`src/rtl/mem_arbiter_pkg.sv`:
```
// Shared types and helpers for the fetch/data unified-memory arbiter.
package mem_arb_pkg;

  localparam int unsigned STARVE_CNT_W = 4;

  typedef enum logic [1:0] {
    IDLE = 2'd0,
    REQ  = 2'd1,
    WAIT = 2'd2
  } arb_state_t;

  typedef enum logic {
    OWN_IF = 1'b0,
    OWN_DM = 1'b1
  } arb_owner_t;

  // Counter increment that sticks at all-ones.
  function automatic logic [STARVE_CNT_W-1:0] sat_inc(input logic [STARVE_CNT_W-1:0] v);
    logic [STARVE_CNT_W-1:0] r;
    if (v == {STARVE_CNT_W{1'b1}}) begin
      r = v;
    end else begin
      r = v + {{(STARVE_CNT_W-1){1'b0}}, 1'b1};
    end
    return r;
  endfunction

endpackage

```
`src/rtl/mem_arbiter.sv`:
```
// Arbitrates the fetch (IF) and data (DM) ports onto one req/gnt/rvalid memory bus.
// Defining MEM_ARBITER_PERF_EN adds the perf_if_wait / perf_dm_wait stall counters.
module mem_arbiter
  import mem_arb_pkg::*;
#(
  parameter int unsigned STARVE_LIMIT = 4,
  parameter int unsigned ADDR_W       = 32
) (
  input  logic              clk,
  input  logic              rst,
  input  logic              if_req,
  input  logic [ADDR_W-1:0] if_addr,
  input  logic              if_flush,
  output logic [31:0]       if_rdata,
  output logic              if_ready,
  input  logic              dm_req,
  input  logic              dm_we,
  input  logic [ADDR_W-1:0] dm_addr,
  input  logic [31:0]       dm_wdata,
  input  logic [3:0]        dm_be,
  output logic [31:0]       dm_rdata,
  output logic              dm_ready,
  output logic              mem_req,
  output logic              mem_we,
  output logic [ADDR_W-1:0] mem_addr,
  output logic [31:0]       mem_wdata,
  output logic [3:0]        mem_be,
  input  logic              mem_gnt,
  input  logic              mem_rvalid,
  input  logic [31:0]       mem_rdata
`ifdef MEM_ARBITER_PERF_EN
  ,
  output logic [31:0]       perf_if_wait,
  output logic [31:0]       perf_dm_wait
`endif
);

  localparam logic [STARVE_CNT_W-1:0] LIMIT_C = STARVE_CNT_W'(STARVE_LIMIT);

  arb_state_t               state_q, state_d;
  arb_owner_t               owner_q, owner_d;
  logic [STARVE_CNT_W-1:0]  starve_q, starve_d;
  logic                     discard_q, discard_d;
  logic                     mem_req_q, mem_req_d;
  logic                     mem_we_q, mem_we_d;
  logic [ADDR_W-1:0]        mem_addr_q, mem_addr_d;
  logic [31:0]              mem_wdata_q, mem_wdata_d;
  logic [3:0]               mem_be_q, mem_be_d;

  logic                     if_valid_s;
  logic                     grant_if_s;
  logic                     flush_own_s;
  logic                     if_ready_s;
  logic                     dm_ready_s;

  // A fetch flushed in the same cycle never competes for the bus.
  assign if_valid_s  = if_req && !if_flush;
  assign grant_if_s  = if_valid_s && (!dm_req || (starve_q >= LIMIT_C));
  assign flush_own_s = if_flush && (owner_q == OWN_IF);

  // Next-state, arbitration and completion decode.
  always_comb begin
    state_d     = state_q;
    owner_d     = owner_q;
    starve_d    = starve_q;
    discard_d   = discard_q;
    mem_req_d   = mem_req_q;
    mem_we_d    = mem_we_q;
    mem_addr_d  = mem_addr_q;
    mem_wdata_d = mem_wdata_q;
    mem_be_d    = mem_be_q;
    if_ready_s  = 1'b0;
    dm_ready_s  = 1'b0;
    case (state_q)
      IDLE: begin
        if (if_valid_s || dm_req) begin
          state_d   = REQ;
          mem_req_d = 1'b1;
          discard_d = 1'b0;
          if (grant_if_s) begin
            owner_d     = OWN_IF;
            mem_we_d    = 1'b0;
            mem_addr_d  = if_addr;
            mem_wdata_d = 32'd0;
            mem_be_d    = 4'b1111;
            starve_d    = {STARVE_CNT_W{1'b0}};
          end else begin
            owner_d     = OWN_DM;
            mem_we_d    = dm_we;
            mem_addr_d  = dm_addr;
            mem_wdata_d = dm_wdata;
            mem_be_d    = dm_be;
            starve_d    = if_valid_s ? sat_inc(starve_q) : {STARVE_CNT_W{1'b0}};
          end
        end else begin
          state_d = IDLE;
        end
      end
      REQ: begin
        if (mem_gnt) begin
          // A flush coinciding with the grant is handled as a flush in WAIT.
          state_d   = WAIT;
          mem_req_d = 1'b0;
          discard_d = flush_own_s;
        end else if (flush_own_s) begin
          state_d   = IDLE;
          mem_req_d = 1'b0;
        end else begin
          state_d = REQ;
        end
      end
      WAIT: begin
        if (mem_rvalid) begin
          state_d   = IDLE;
          discard_d = 1'b0;
          if (owner_q == OWN_DM) begin
            dm_ready_s = 1'b1;
          end else begin
            if_ready_s = !(discard_q || if_flush);
          end
        end else if (flush_own_s) begin
          discard_d = 1'b1;
        end else begin
          discard_d = discard_q;
        end
      end
      default: begin
        state_d   = IDLE;
        mem_req_d = 1'b0;
      end
    endcase
  end

  // State and bus-register update; reset abandons any transaction in flight.
  always_ff @(posedge clk or negedge rst) begin
    if (!rst) begin
      state_q     <= IDLE;
      owner_q     <= OWN_IF;
      starve_q    <= {STARVE_CNT_W{1'b0}};
      discard_q   <= 1'b0;
      mem_req_q   <= 1'b0;
      mem_we_q    <= 1'b0;
      mem_addr_q  <= {ADDR_W{1'b0}};
      mem_wdata_q <= 32'd0;
      mem_be_q    <= 4'd0;
    end else begin
      state_q     <= state_d;
      owner_q     <= owner_d;
      starve_q    <= starve_d;
      discard_q   <= discard_d;
      mem_req_q   <= mem_req_d;
      mem_we_q    <= mem_we_d;
      mem_addr_q  <= mem_addr_d;
      mem_wdata_q <= mem_wdata_d;
      mem_be_q    <= mem_be_d;
    end
  end

  assign mem_req   = mem_req_q;
  assign mem_we    = mem_we_q;
  assign mem_addr  = mem_addr_q;
  assign mem_wdata = mem_wdata_q;
  assign mem_be    = mem_be_q;

  assign if_ready  = if_ready_s;
  assign dm_ready  = dm_ready_s;
  assign if_rdata  = if_ready_s ? mem_rdata : 32'd0;
  assign dm_rdata  = dm_ready_s ? mem_rdata : 32'd0;

`ifdef MEM_ARBITER_PERF_EN
  logic [31:0] perf_if_q;
  logic [31:0] perf_dm_q;

  // Saturating count of cycles each port spends requesting without completion.
  always_ff @(posedge clk or negedge rst) begin
    if (!rst) begin
      perf_if_q <= 32'd0;
      perf_dm_q <= 32'd0;
    end else begin
      if (if_req && !if_ready_s && (perf_if_q != 32'hFFFF_FFFF)) begin
        perf_if_q <= perf_if_q + 32'd1;
      end
      if (dm_req && !dm_ready_s && (perf_dm_q != 32'hFFFF_FFFF)) begin
        perf_dm_q <= perf_dm_q + 32'd1;
      end
    end
  end

  assign perf_if_wait = perf_if_q;
  assign perf_dm_wait = perf_dm_q;
`endif

endmodule

```
`config.mk`:
```
export PLATFORM = sky130hd
export DESIGN_NAME = mem_arbiter
export DESIGN_NICKNAME = d
export VERILOG_FILES = /design/src/rtl/mem_arbiter_pkg.sv /design/src/rtl/mem_arbiter.sv
export SDC_FILE = /design/constraint.sdc
export NUM_CORES = 1
export LEC_CHECK = 0
export ABC_AREA = 1
export BUFFER_PORTS_ARGS = -buffer_cell sky130_fd_sc_hd__buf_2
export CORE_AREA = 2 2 106 108
export DETAILED_ROUTE_END_ITERATION = 10
export DIE_AREA = 0 0 108 110
export GPL_TIMING_DRIVEN = 0
export PLACE_DENSITY = 0.77
export SETUP_SLACK_MARGIN = 0.15
export SLEW_MARGIN = 20
export SYNTH_ARGS = -nofsm -noshare
export SYNTH_HDL_FRONTEND = slang
export SYNTH_SLANG_ARGS = --single-unit
```
`constraint.sdc`:
```
create_clock -name clk -period 3.3 [get_ports clk]
set_input_delay 0.33 -clock clk [delete_from_list [all_inputs] [get_ports clk]]
set_output_delay 0.33 -clock clk [all_outputs]
set_load 0.01 [all_outputs]
```
# After elaboration in Yosys (flattened, before gate mapping)
# Cells that the tools add are included.
[word_totals]
ff_bits = 78
input_bits = 140
out_inout_bits = 136
word_cells = 67
[classes]
addsub = 1
order_cmp = 1
n_eq_ne = 9
muxes = 30
bitwise = 2
reduce_logical = 15
[op_table]
columns = ["operator", "count"]
rows = [
  ["$mux 32", 4],
  ["$mux 1", 17],
  ["$mux 4", 4],
  ["$ne 3x3->1 const B", 3],
  ["$ne 2x2->1 const B", 3],
  ["$pmux 1 s3", 2],
  ["$pmux 2 s3", 1],
  ["$reduce_and 3->1", 2],
  ["$add 4x1->4 const B", 1],
  ["$eq 4x4->1 const B", 1],
  ["$ge 4x3->1 const B", 1],
  ["$mux 2", 2],
  ["$reduce_and 4->1", 1],
  ["$logic_and 1x1->1", 3],
  ["$logic_not 1->1", 3],
  ["$logic_or 1x1->1", 3],
  ["$reduce_bool 3->1", 1],
  ["$eq 2x1->1 const B", 1],
  ["$eq 2x2->1 const B", 1],
  ["$logic_not 2->1", 1],
  ["$not 1->1", 2],
  ["$reduce_and 2->1", 1],
]

# Depth between registers and ports, before layout
# Gate-level depths: netlist of run 1.
[logic_depth]
ltp_word = 6
ltp_mapped = 9
mapped_depth_nobuf = 9

# Worst setup path before layout of run 1
# OpenSTA, ideal clock, no wires.
[synth_path]
path_kind = "reg2out"
startpoint = "reg state_q[0]"
endpoint = "out dm_rdata[10]"
arrival_ns = 1.392
required_ns = 2.970
setup_slack_ns = 1.578
stages_incl_launch_ff = 8
path_buffers = 1
path_cell_list = "dfrtp_1 -> inv_1 -> ha_1 -> nand2_1 -> nor2_1 -> inv_1 -> clkbuf_1 -> nor2_1"
[synth_between]
elab_chain_len = 3
[synth_lines]
columns = ["item", "line", "text"]
rows = [
  ["start, declared", "mem_arbiter.sv:40", "arb_state_t state_q, state_d;"],
  ["start signal, assigned", "mem_arbiter.sv:147", "state_q <= state_d;"],
  ["$eq 2x2->1", "mem_arbiter.sv:74", "case (state_q)"],
  ["$mux 1", "mem_arbiter.sv:74", ""],
  ["named net dm_ready", "mem_arbiter.sv:22", "output logic dm_ready,"],
  ["$mux 32", "mem_arbiter.sv:168", "assign dm_rdata = dm_ready_s ? mem_rdata : 32'd0;"],
  ["end, declared", "mem_arbiter.sv:21", "output logic [31:0] dm_rdata,"],
]
# The timed path passes the listed nets, and every way through them passes these cells.

# Worst setup path after layout of run 1
[layout_path]
startpoint = "reg state_q[0]"
endpoint = "out dm_rdata[23]"
[layout_between]
elab_chain_len = 3
[layout_lines]
columns = ["item", "line"]
rows = [
  ["$eq 2x2->1", "mem_arbiter.sv:74"],
  ["$mux 1", "mem_arbiter.sv:74"],
  ["$mux 32", "mem_arbiter.sv:168"],
]
# Every way passes these cells.

==> metrics.cfg, run 1 <==
[run_status]
outcome = finished, final reports clean

[timing]
slew_headroom = 0.687
fmax_mhz = 442
finalSetupTns_ns = 0
fin_hold_ws_ns = 0.204
rsz0062_at_grt = no
fin_skew_ns = 0.0194
timing.final.hold_violations = 0
setup_viol = 0
layout_min_cycle_time_ns = 2.26
slew_viol_final = 0
fin_crit_sh = 0.685
worst_pin_slew_ns = 0.470

[worst_setup_path]
r2r_setup_slack_ns = 1.79
path_max_fanout = 10
worstSetupStartpointType = flop
max_stage_delay_ns = 0.41
slowest_stage = clkbuf_1
cp.arrival_ns = 1.93
reg2reg_to = mem_addr[20]
worst-setup-path-type = reg2out
required_ns = 2.97
worst-r2r-cell-count = 8
crit_chain = inv_1 -> ha_1 -> nand2_1 -> nor2_1 -> inv_1 -> clkbuf_1 -> nor2_1 -> buf_2
cp-end-kind = output port
r2r-start = state_q[1]

[layout]
syn_to_final_growth_pct = 41.2
nets = 1044
mostFrequentLayoutCells = 286 x buf_2, 186 x nand2_1, 107 x inv_1
final_common_cell = buf_2
num_antenna_cells = 0
drive_gt1_frac = 0.383

[drt]
route.vias.total = 4699
wl_per_cell_um = 12.7
ant_nets = 0
drc_errors = 0
via_per_inst = 4.50
drt-initial-drc-count = 180
drt_wl_total_um = 13300
dr.pass1.iters = 5

[pwr]
p_leak_nw = 4.01
clkPwrFrac = 0.179
seqPwrFrac = 0.377
switchingPower_w = 0.00176
switching_share = 0.410
combPwrFrac = 0.444
p_per_area_nw_per_um2 = 692
vdd_ir_drop_max_uv = 340
cell_internal_pwr_w = 0.00253

[die]
pin_count = 276
dieHeight_um = 110
fp.dieW_um = 108
core.rowCount = 38
die_area_um2 = 11900
coreArea_um2 = 10700
initial_core_util = 0.410

[yosys]
ys_ff_latch = 78
postSynthCellCount = 611
synth_area_leaders = dfrtp_1 45%, nand2_1 16%, inv_1 9.2%
yosys_warnings = 0
syn_avg_cell_area_um2 = 7.18
synth_top_cell_by_area = dfrtp_1
synth_fp_nets = 756
yosysSeqAreaShare = 0.445
synth_cell_types = 22
synthDominantCellAreaShare = 0.445
synth_area_um2 = 4390

[min_path]
holdCritStartpoint = dm_wdata[28]
holdPathStages = 3
worst_hold_path.endpoint = mem_wdata[28]
hold_path.class = in2reg

[clocking]
htree_levels = 3
cts-root-buf = clkbuf_8
clkTransAtPathRegs_ns = 0.10
cts_buffer_depth = 2
cts_tree = built
cts.sinks = 78
cts_buffers = 9
clk_latency_ns = 0.35

[flow_run]
drv_cap = 0

[global_route]
overflow = 0
grt_max_degree = 51
grt_usage = 0.216
grt_pass1_vias = 4363
grt_antenna_before_repair = 0
grt_pass1_wl_um = 20100

[placement]
gp_congestion = 0.794
io_buffers = 275
place_hpwl_um = 10400

## sequential cells by signal (all words and copies together), names as in the netlist
register / cells
starve_q: 4
mem_wdata: 32
state_q: 2
mem_addr: 32
owner_q: 1
mem_be: 4
discard_q: 1
mem_req: 1
mem_we: 1
## cell usage after synthesis
| library cell | number |
|---|---|
| a21boi_0 | 1 |
| a21oi_1 | 5 |
| buf_2 | 12 |
| buf_4 | 9 |
| buf_6 | 4 |
| buf_8 | 2 |
| clkbuf_1 | 8 |
| dfrtp_1 | 78 |
| ha_1 | 5 |
| inv_1 | 107 |
| inv_2 | 1 |
| inv_4 | 1 |
| inv_6 | 1 |
| nand2_1 | 186 |
| nand2_2 | 1 |
| nand2_4 | 3 |
| nand3_1 | 52 |
| nand3_2 | 20 |
| nand4_1 | 2 |
| nor2_1 | 73 |
| o21ai_0 | 33 |
| o21ai_1 | 7 |
## metal layers
metal	wire length [um]	GRT usage
met5	0	0
met4	150	0.0614
met3	1110	0.0676
met2	6540	0.387
met1	5450	0.249
## area by class of cell
type                       count  area (um2)
buffer                        35         233
multi-input combinational    388        1780
clock buffer                   9         124
tap                          140         175
fill                        1062        4510
clock inverter                 7        90.1
inverter                     110         420
sequential                    78        1950
timing repair buffer         277        1420
## critical path, delay by kind of cell, from the launching register on
family                     cells  cell delay (ns)
adders and majority gates      1             0.22
buffers and inverters          4             0.81
DFF                            1             0.38
and+or+nand+nor                3             0.18
## cells by family (layout without fill, tap and decap cells)
| family | Yosys count | after routing | synth area share |
|---|---|---|---|
| flops | 78 | 78 | 0.445 |
| buf+inv | 145 | 438 | 0.149 |
| fa+ha+maj | 5 | 5 | 0.0143 |
| simple gates | 337 | 337 | 0.339 |
| compound gates | 46 | 46 | 0.0531 |
## what timing repair did
item,CTS,global route
resized for setup,0,0
setup endpoints to repair,0,0
hold buffers,1,0
endpoints found under the hold margin,28,0
setup buffers,0,0
## power by group through the flow
| stage | Clock [W] | Sequential (W) | Combinational, W |
|---|---|---|---|
| floorplan | 0 | 0.00182 | 0.000901 |
| global placement | 0 | 0.00163 | 0.00188 |
| detailed placement | 0 | 0.00162 | 0.00193 |
| CTS | 0.000790 | 0.00161 | 0.00193 |
| global route | 0.000832 | 0.00167 | 0.00213 |
| finish | 0.000768 | 0.00162 | 0.00190 |
## worst max-delay path by stage
stage                           from  slack [ns]      endpoint
after floorplan           state_q[0]        1.58  dm_rdata[10]
after global placement           rst        1.31     discard_q
after detailed placement  state_q[0]        1.40  dm_rdata[22]
after CTS                 state_q[0]        1.00  dm_rdata[22]
after global routing      state_q[0]        0.85   if_rdata[4]
final                     state_q[0]        1.04  dm_rdata[23]
## metrics by stage
| step | power (W) | area (um2) | cells | setup slack (ns) | util |
|---|---|---|---|---|---|
| 2_1_floorplan | 0.00272 | 4390 | 611 | 1.58 | - |
| 3_3_place_gp | 0.00350 | 5940 | 1026 | 1.31 | 0.555 |
| 3_5_place_dp | 0.00355 | 5970 | 1027 | 1.40 | 0.558 |
| 4_1_cts | 0.00433 | 6190 | 1044 | 1.00 | 0.579 |
| 5_1_grt | 0.00463 | 6190 | 1044 | 0.847 | 0.579 |
| 6_report | 0.00428 | 6190 | 1044 | 1.04 | 0.579 |
No activity file was read; power rests on OpenSTA's default activity.
==> inputs of run 2 (changes only) <==
Settings changed: ABC_AREA 1 to 0, CORE_AREA 2 2 106 108 to 2 2 108 110, DIE_AREA 0 0 108 110 to 0 0 110 112, PLACE_DENSITY 0.77 to 0.69.
Clock period 3.3 ns to 2.35 ns, I/O delays scaled along.
==> metrics.cfg, run 2 <==
[run_status]
outcome = finished, final reports clean  ; unchanged

[clocking]
cts_buffer_depth = 2  ; unchanged
cts_buffers = 9  ; unchanged
clkTransAtPathRegs_ns = 0.06  ; was 0.10 ns
cts-root-buf = clkbuf_16  ; was clkbuf_8
clk_latency_ns = 0.33  ; was 0.35 ns
htree_levels = 3  ; unchanged
cts.sinks = 78  ; unchanged
cts_tree = built  ; unchanged

[worst_setup_path]
max_stage_delay_ns = 0.41  ; about the same
cp.arrival_ns = 1.88  ; was 1.93 ns
worst-r2r-cell-count = 8  ; unchanged
worst_path_most_repeated_cell = buf_6
slowest_stage = dfrtp_1  ; was clkbuf_1
worst-setup-path-type = reg2out  ; unchanged
crit_chain = inv_2 -> ha_4 -> nand2_1 -> nor4_4 -> buf_6 -> buf_6 -> and2_1 -> buf_2  ; was inv_1 -> ha_1 -> nand2_1 -> nor2_1 -> inv_1 -> clkbuf_1 -> nor2_1 -> buf_2
r2r_setup_slack_ns = 0.40  ; was 1.79 ns
cp-end-kind = output port  ; unchanged
reg2reg_to = mem_addr[15]  ; was mem_addr[20]
r2r-start = state_q[0]  ; was state_q[1]
cp_top_family = buffers and inverters  ; unchanged
required_ns = 2.12  ; was 2.97 ns
cp_num_buf_inv = 4  ; unchanged
worstSetupStartpointType = flop  ; unchanged
path_max_fanout = 10  ; unchanged

[yosys]
synth_edf_count = 0  ; unchanged
synthDominantCellAreaShare = 0.521  ; was 0.445
synth_area_leaders = dfrtp_1 52%, and2_1 11%, a21oi_1 8.5%  ; was dfrtp_1 45%, nand2_1 16%, inv_1 9.2%
synth_xor_area_frac = 0  ; unchanged
synth-simple-area-share = 0.211  ; was 0.339
syn_avg_cell_area_um2 = 9.97  ; was 7.18 um2
muxShareOfSynthArea = 0.00601  ; was 0
synthAdderAreaFrac = 0.0167  ; was 0.0143
ys.flop_type = dfrtp_1  ; unchanged
synth_compound_area_frac = 0.199  ; was 0.0531
ys_ff_latch = 78  ; unchanged
ys_top_cells_by_count = 78 x dfrtp_1, 65 x and2_1, 64 x a21oi_1  ; was 186 x nand2_1, 107 x inv_1, 78 x dfrtp_1
synth.most_common_cell = dfrtp_1  ; was nand2_1
yosysSeqAreaShare = 0.521  ; was 0.445
yosys_warnings = 0  ; unchanged
synth_top_cell_by_area = dfrtp_1  ; unchanged
async_flop_share = 1.00  ; unchanged
postSynthCellCount = 376  ; was 611
synth_fp_nets = 521  ; was 756
synth_top_family_by_area = simple AND/OR/NAND/NOR gates  ; unchanged
synth_cell_types = 30  ; was 22
synth_area_um2 = 3750  ; was 4390 um2

[pwr]
vdd_ir_drop_max_uv = 600  ; was 340 uV
switchingPower_w = 0.00234  ; was 0.00176 W
clkPwrFrac = 0.211  ; was 0.179
p_leak_nw = 3.17  ; was 4.01 nW
p_per_area_nw_per_um2 = 1110  ; was 692 nW/um2
cell_internal_pwr_w = 0.00400  ; was 0.00253 W
seqPwrFrac = 0.366  ; was 0.377
combPwrFrac = 0.423  ; was 0.444
switching_share = 0.369  ; was 0.410

[drt]
m1WireLength_um = 4660  ; was 5450 um
drt_wl_total_um = 11900  ; was 13,300 um
drt-initial-drc-count = 134  ; was 180
route.vias.total = 3878  ; was 4,699
ant_nets = 0  ; unchanged
dr.pass1.iters = 4  ; was 5
drc_errors = 0  ; unchanged
met3_wirelength_um = 869  ; was 1110 um
wl_per_cell_um = 14.6  ; was 12.7 um
via_per_inst = 4.75  ; was 4.50
routed-wl-met2_um = 6070  ; was 6540 um
routed.top_layer = met4  ; unchanged

[timing]
layout_setup_ws_ns = 0.238  ; was 1.04 ns
fin_crit_sh = 0.899
slew_headroom = 0.622  ; was 0.687
layout_min_cycle_time_ns = 2.11
rsz0062_at_grt = yes  ; was no
worst_pin_slew_ns = 0.567  ; was 0.470 ns
fin_skew_ns = 0.00256  ; was 0.0194 ns
finalSetupTns_ns = 0  ; unchanged
setup_viol = 0  ; unchanged
fmax_mhz = 473
timing.final.hold_violations = 0  ; unchanged
slew_viol_final = 0  ; unchanged

[die]
fp.dieW_um = 110  ; was 108 um
coreArea_um2 = 11200  ; was 10,700 um2
initial_core_util = 0.335  ; was 0.410
core.rowCount = 39  ; was 38
dieHeight_um = 112  ; was 110 um
pin_count = 276  ; unchanged
die_area_um2 = 12300  ; was 11,900 um2

[min_path]
holdCritStartpoint = dm_wdata[28]  ; unchanged
worst_hold_path.endpoint = mem_wdata[28]  ; unchanged
hold_path.class = in2reg  ; unchanged
holdPathStages = 2  ; was 3

[placement]
pre_cts_slack_ns = 0.274  ; was 1.40 ns
place_hpwl_um = 9230  ; was 10,400 um
gp_congestion = 0.911  ; was 0.794
io_buffers = 275  ; unchanged
dp.cells = 795  ; was 1,027

[layout]
drive_gt1_frac = 0.484  ; was 0.383
mostFrequentLayoutCells = 283 x buf_2, 78 x dfrtp_1, 65 x and2_1  ; was 286 x buf_2, 186 x nand2_1, 107 x inv_1
num-fill-cells = 1070  ; was 1,062
syn_to_final_growth_pct = 52.3  ; was 41.2%
final_common_cell = buf_2  ; unchanged
final_cells = 816  ; was 1,044
num_antenna_cells = 0  ; unchanged
nets = 813  ; was 1,044

[global_route]
grt_pass1_vias = 3860  ; was 4,363
overflow = 0  ; unchanged
grt_pass1_wl_um = 18100  ; was 20,100 um
grt_antenna_before_repair = 0  ; unchanged
grt_max_degree = 45  ; was 51
grt_usage = 0.188  ; was 0.216

[flow_run]
drv_cap = 0  ; unchanged

[run 2: how the worst max path moves through the flow]
stage	from	endpoint	depth (start not counted)
after floorplan	state_q[0]	if_rdata[22]	6
after global placement	state_q[0]	if_rdata[12]	7
after detailed placement	state_q[0]	if_rdata[12]	7
after CTS	state_q[0]	if_rdata[30]	8
after global routing	state_q[0]	if_rdata[27]	8
final	state_q[0]	if_rdata[25]	8
[run 2: area by class of cell]
cell class,count,area [um2],share of cell area
clock buffer,14,274,0.0480
clock inverter,2,13.8,0.00241
sequential,78,1950,0.342
tap,143,179,0.0314
buffer,28,193,0.0338
multi-input combinational,268,1640,0.288
inverter,2,7.51,0.00132
timing repair buffer,281,1440,0.253
[run 2: timing repair]
action	4_1_cts	5_1_grt
setup buffers	1	3
endpoints found under the hold margin	34	0
endpoints found under the setup margin	53	40
resized for setup	11	8
pin swaps	2	0
hold buffers	1	0
[run 2: worst reg2reg max path, stage by stage, from the launching register on]
cell	delay, ns
dfrtp_1	0.41
inv_2	0.10
buf_4	0.11
ha_1	0.33
o21a_1	0.19
buf_2	0.23
buf_2	0.26
nor2_1	0.06
a21oi_1	0.17
[run 2: power groups by stage]
stage               logic [W]  registers (W)  clock network (W)
floorplan             0.00126        0.00257                  0
global placement      0.00260        0.00230                  0
detailed placement    0.00268        0.00231                  0
CTS                   0.00269        0.00232            0.00138
global route          0.00297        0.00239            0.00142
finish                0.00268        0.00232            0.00133
[run 2: kinds of logic (layout without fill, tap and decap cells)]
family          count (synthesis)  count (layout)
compound gates                111             111
mux                             2               2
fa+ha+maj                       5               5
buf+inv                        30             327
simple gates                  150             150
flops                          78              78
[run 2: per-stage QoR]
stage          power (W)  utilization  hold slack (ns)  instance area (um2)
5_1_grt          0.00679        0.511            0.111                 5710
6_report         0.00634        0.511            0.122                 5710
4_1_cts          0.00639        0.507            0.105                 5670
3_3_place_gp     0.00489        0.475            0.452                 5300
3_5_place_dp     0.00499        0.477            0.230                 5330
2_1_floorplan    0.00383            -          -0.0606                 3750
[run 2: routing by layer]
metal	global-route usage	vias to the layer above
met5	0	-
met4	0.0658	0
met3	0.0433	27
met2	0.343	170
met1	0.211	1820
li1	-	1861
==> inputs of run 3 (changes only) <==
Clock period 2.35 ns to 2 ns, I/O delays scaled along.
==> metrics.cfg, run 3 (synthesis results as in run 2) <==
[clocking]
cts_buffers = 9  ; unchanged
cts_tree = built  ; unchanged
clk_latency_ns = 0.32  ; was 0.33 ns
cts_buffer_depth = 2  ; unchanged
cts.sinks = 78  ; unchanged
cts-root-buf = clkbuf_16  ; unchanged
htree_levels = 3  ; unchanged
clkTransAtPathRegs_ns = 0.06  ; about the same

[worst_setup_path]
r2r_setup_slack_ns = 0.08  ; was 0.40 ns
r2r-start = state_q[0]  ; unchanged
required_ns = 1.80  ; was 2.12 ns
reg2reg_to = discard_q  ; was mem_addr[15]
worstSetupStartpointType = flop  ; unchanged
cp-end-kind = output port  ; unchanged
cp.arrival_ns = 1.75  ; was 1.88 ns
worst-r2r-cell-count = 8  ; unchanged
path_max_fanout = 5  ; was 10
worst-setup-path-type = reg2out  ; unchanged
crit_start = state_q[0]  ; unchanged

[placement]
io_buffers = 275  ; unchanged
gp_congestion = 0.911  ; unchanged
place_hpwl_um = 9230  ; unchanged
pre_cts_slack_ns = -0.0407  ; was 0.274 ns

[pwr]
vdd_ir_drop_max_uv = 707  ; was 600 uV
clkPwrFrac = 0.204  ; was 0.211
combPwrFrac = 0.441  ; was 0.423
p_leak_nw = 3.35  ; was 3.17 nW
cell_internal_pwr_w = 0.00487  ; was 0.00400 W
p_per_area_nw_per_um2 = 1220  ; was 1110 nW/um2
switchingPower_w = 0.00281  ; was 0.00234 W
power_w = 0.00768  ; was 0.00634 W
switching_share = 0.366  ; was 0.369
seqPwrFrac = 0.355  ; was 0.366

[global_route]
overflow = 0  ; unchanged
grt_usage = 0.196  ; was 0.188
grt_antenna_before_repair = 0  ; unchanged
grt_pass1_wl_um = 18900  ; was 18,100 um
grt_pass1_vias = 4012  ; was 3,860
grt_max_degree = 45  ; unchanged

[timing]
fin_skew_ns = 0.00231  ; was 0.00256 ns
layout_setup_ws_ns = 0.0544  ; was 0.238 ns
fin_crit_sh = 0.973
slew_viol_final = 0  ; unchanged
timing.final.hold_violations = 0  ; unchanged
rsz0062_at_grt = yes  ; unchanged
fmax_mhz = 514
setup_viol = 0  ; unchanged
worst_pin_slew_ns = 0.497  ; was 0.567 ns
layout_min_cycle_time_ns = 1.95
slew_headroom = 0.669  ; was 0.622

[drt]
ant_nets = 0  ; unchanged
dr.pass1.iters = 4  ; unchanged
drt-initial-drc-count = 172  ; was 134
drt_wl_total_um = 13000  ; was 11,900 um
wl_per_cell_um = 15.7  ; was 14.6 um
via_per_inst = 4.83  ; was 4.75
route.vias.total = 3991  ; was 3,878
drc_errors = 0  ; unchanged

[run_status]
outcome = finished, final reports clean  ; unchanged

[die]
coreArea_um2 = 11200  ; unchanged
core.rowCount = 39  ; unchanged
initial_core_util = 0.335  ; unchanged
pin_count = 276  ; unchanged
fp.dieW_um = 110  ; unchanged
dieHeight_um = 112  ; unchanged
die_area_um2 = 12300  ; unchanged

[flow_run]
drv_cap = 0  ; unchanged

[min_path]
holdCritStartpoint = dm_wdata[28]  ; unchanged
worst_hold_path.endpoint = mem_wdata[28]  ; unchanged
hold_path.class = in2reg  ; unchanged
holdPathStages = 2  ; unchanged

[layout]
final_common_cell = buf_2  ; unchanged
nets = 824  ; was 813
num_antenna_cells = 0  ; unchanged
syn_to_final_growth_pct = 67.7  ; was 52.3%
mostFrequentLayoutCells = 235 x buf_2, 78 x dfrtp_1, 64 x a21oi_1  ; was 283 x buf_2, 78 x dfrtp_1, 65 x and2_1
drive_gt1_frac = 0.572  ; was 0.484

==> run 3: worst max-delay path by stage <==
stage | endpoint | slack (ns)
3_3_place_gp | if_rdata[12] | -0.002
5_1_grt | if_rdata[13] | -0.02
3_5_place_dp | if_rdata[12] | -0.04
4_1_cts | if_rdata[13] | -0.06
6_report | if_rdata[13] | 0.05
2_1_floorplan | if_rdata[22] | 0.29
==> run 3: final cells by class <==
type | instances | area, um2
sequential | 78 | 1950
timing repair buffer | 292 | 1840
multi-input combinational | 268 | 1790
buffer | 28 | 231
fill | 983 | 4890
tap | 143 | 179
clock inverter | 2 | 13.8
inverter | 2 | 7.51
clock buffer | 14 | 274
==> run 3: worst max-delay path, stage by stage (launching register included) <==
cell and delay [ns]:
dfrtp_1 0.39, inv_2 0.08, ha_4 0.14, nand2_4 0.05, nor4_4 0.17, buf_6 0.19, clkbuf_8 0.15, and2_1 0.12
buf_2 0.13
==> run 3: timing repair <==
action,in CTS,in global routing
endpoints found under the setup margin,66,101
resized for setup,66,80
buffers inserted,7,2
hold endpoints to repair,34,0
hold buffers,1,0
pin swaps,30,5
gates cloned,4,2
==> run 3: power groups by stage <==
stage | Combinational, W | Sequential, W | Clock, W
global placement | 0.00305 | 0.00270 | 0
detailed placement | 0.00314 | 0.00271 | 0
finish | 0.00339 | 0.00273 | 0.00157
global route | 0.00373 | 0.00281 | 0.00167
CTS | 0.00328 | 0.00272 | 0.00162
floorplan | 0.00148 | 0.00302 | 0
==> run 3: stage by stage <==
step / cell area (um2) / util / hold WS [ns] / TNS (ns) / cells
global placement: 5300 / 0.475 / 0.417 / -0.00242 / 794
detailed placement: 5330 / 0.477 / 0.195 / -0.574 / 795
finish: 6290 / 0.563 / 0.0877 / 0 / 827
floorplan: 3750 / - / -0.0956 / 0 / 376
CTS: 5970 / 0.534 / 0.0698 / -1.59 / 823
global route: 6290 / 0.563 / 0.0727 / -0.0310 / 827
==> run 3: per-layer routing <==
metal	vias to the layer above	track usage	share of wire
met3	27	0.0433	0.068
met5	-	0	0
met4	0	0.0667	0.022
li1	1888	-	-
met1	1898	0.216	0.38
met2	178	0.362	0.53
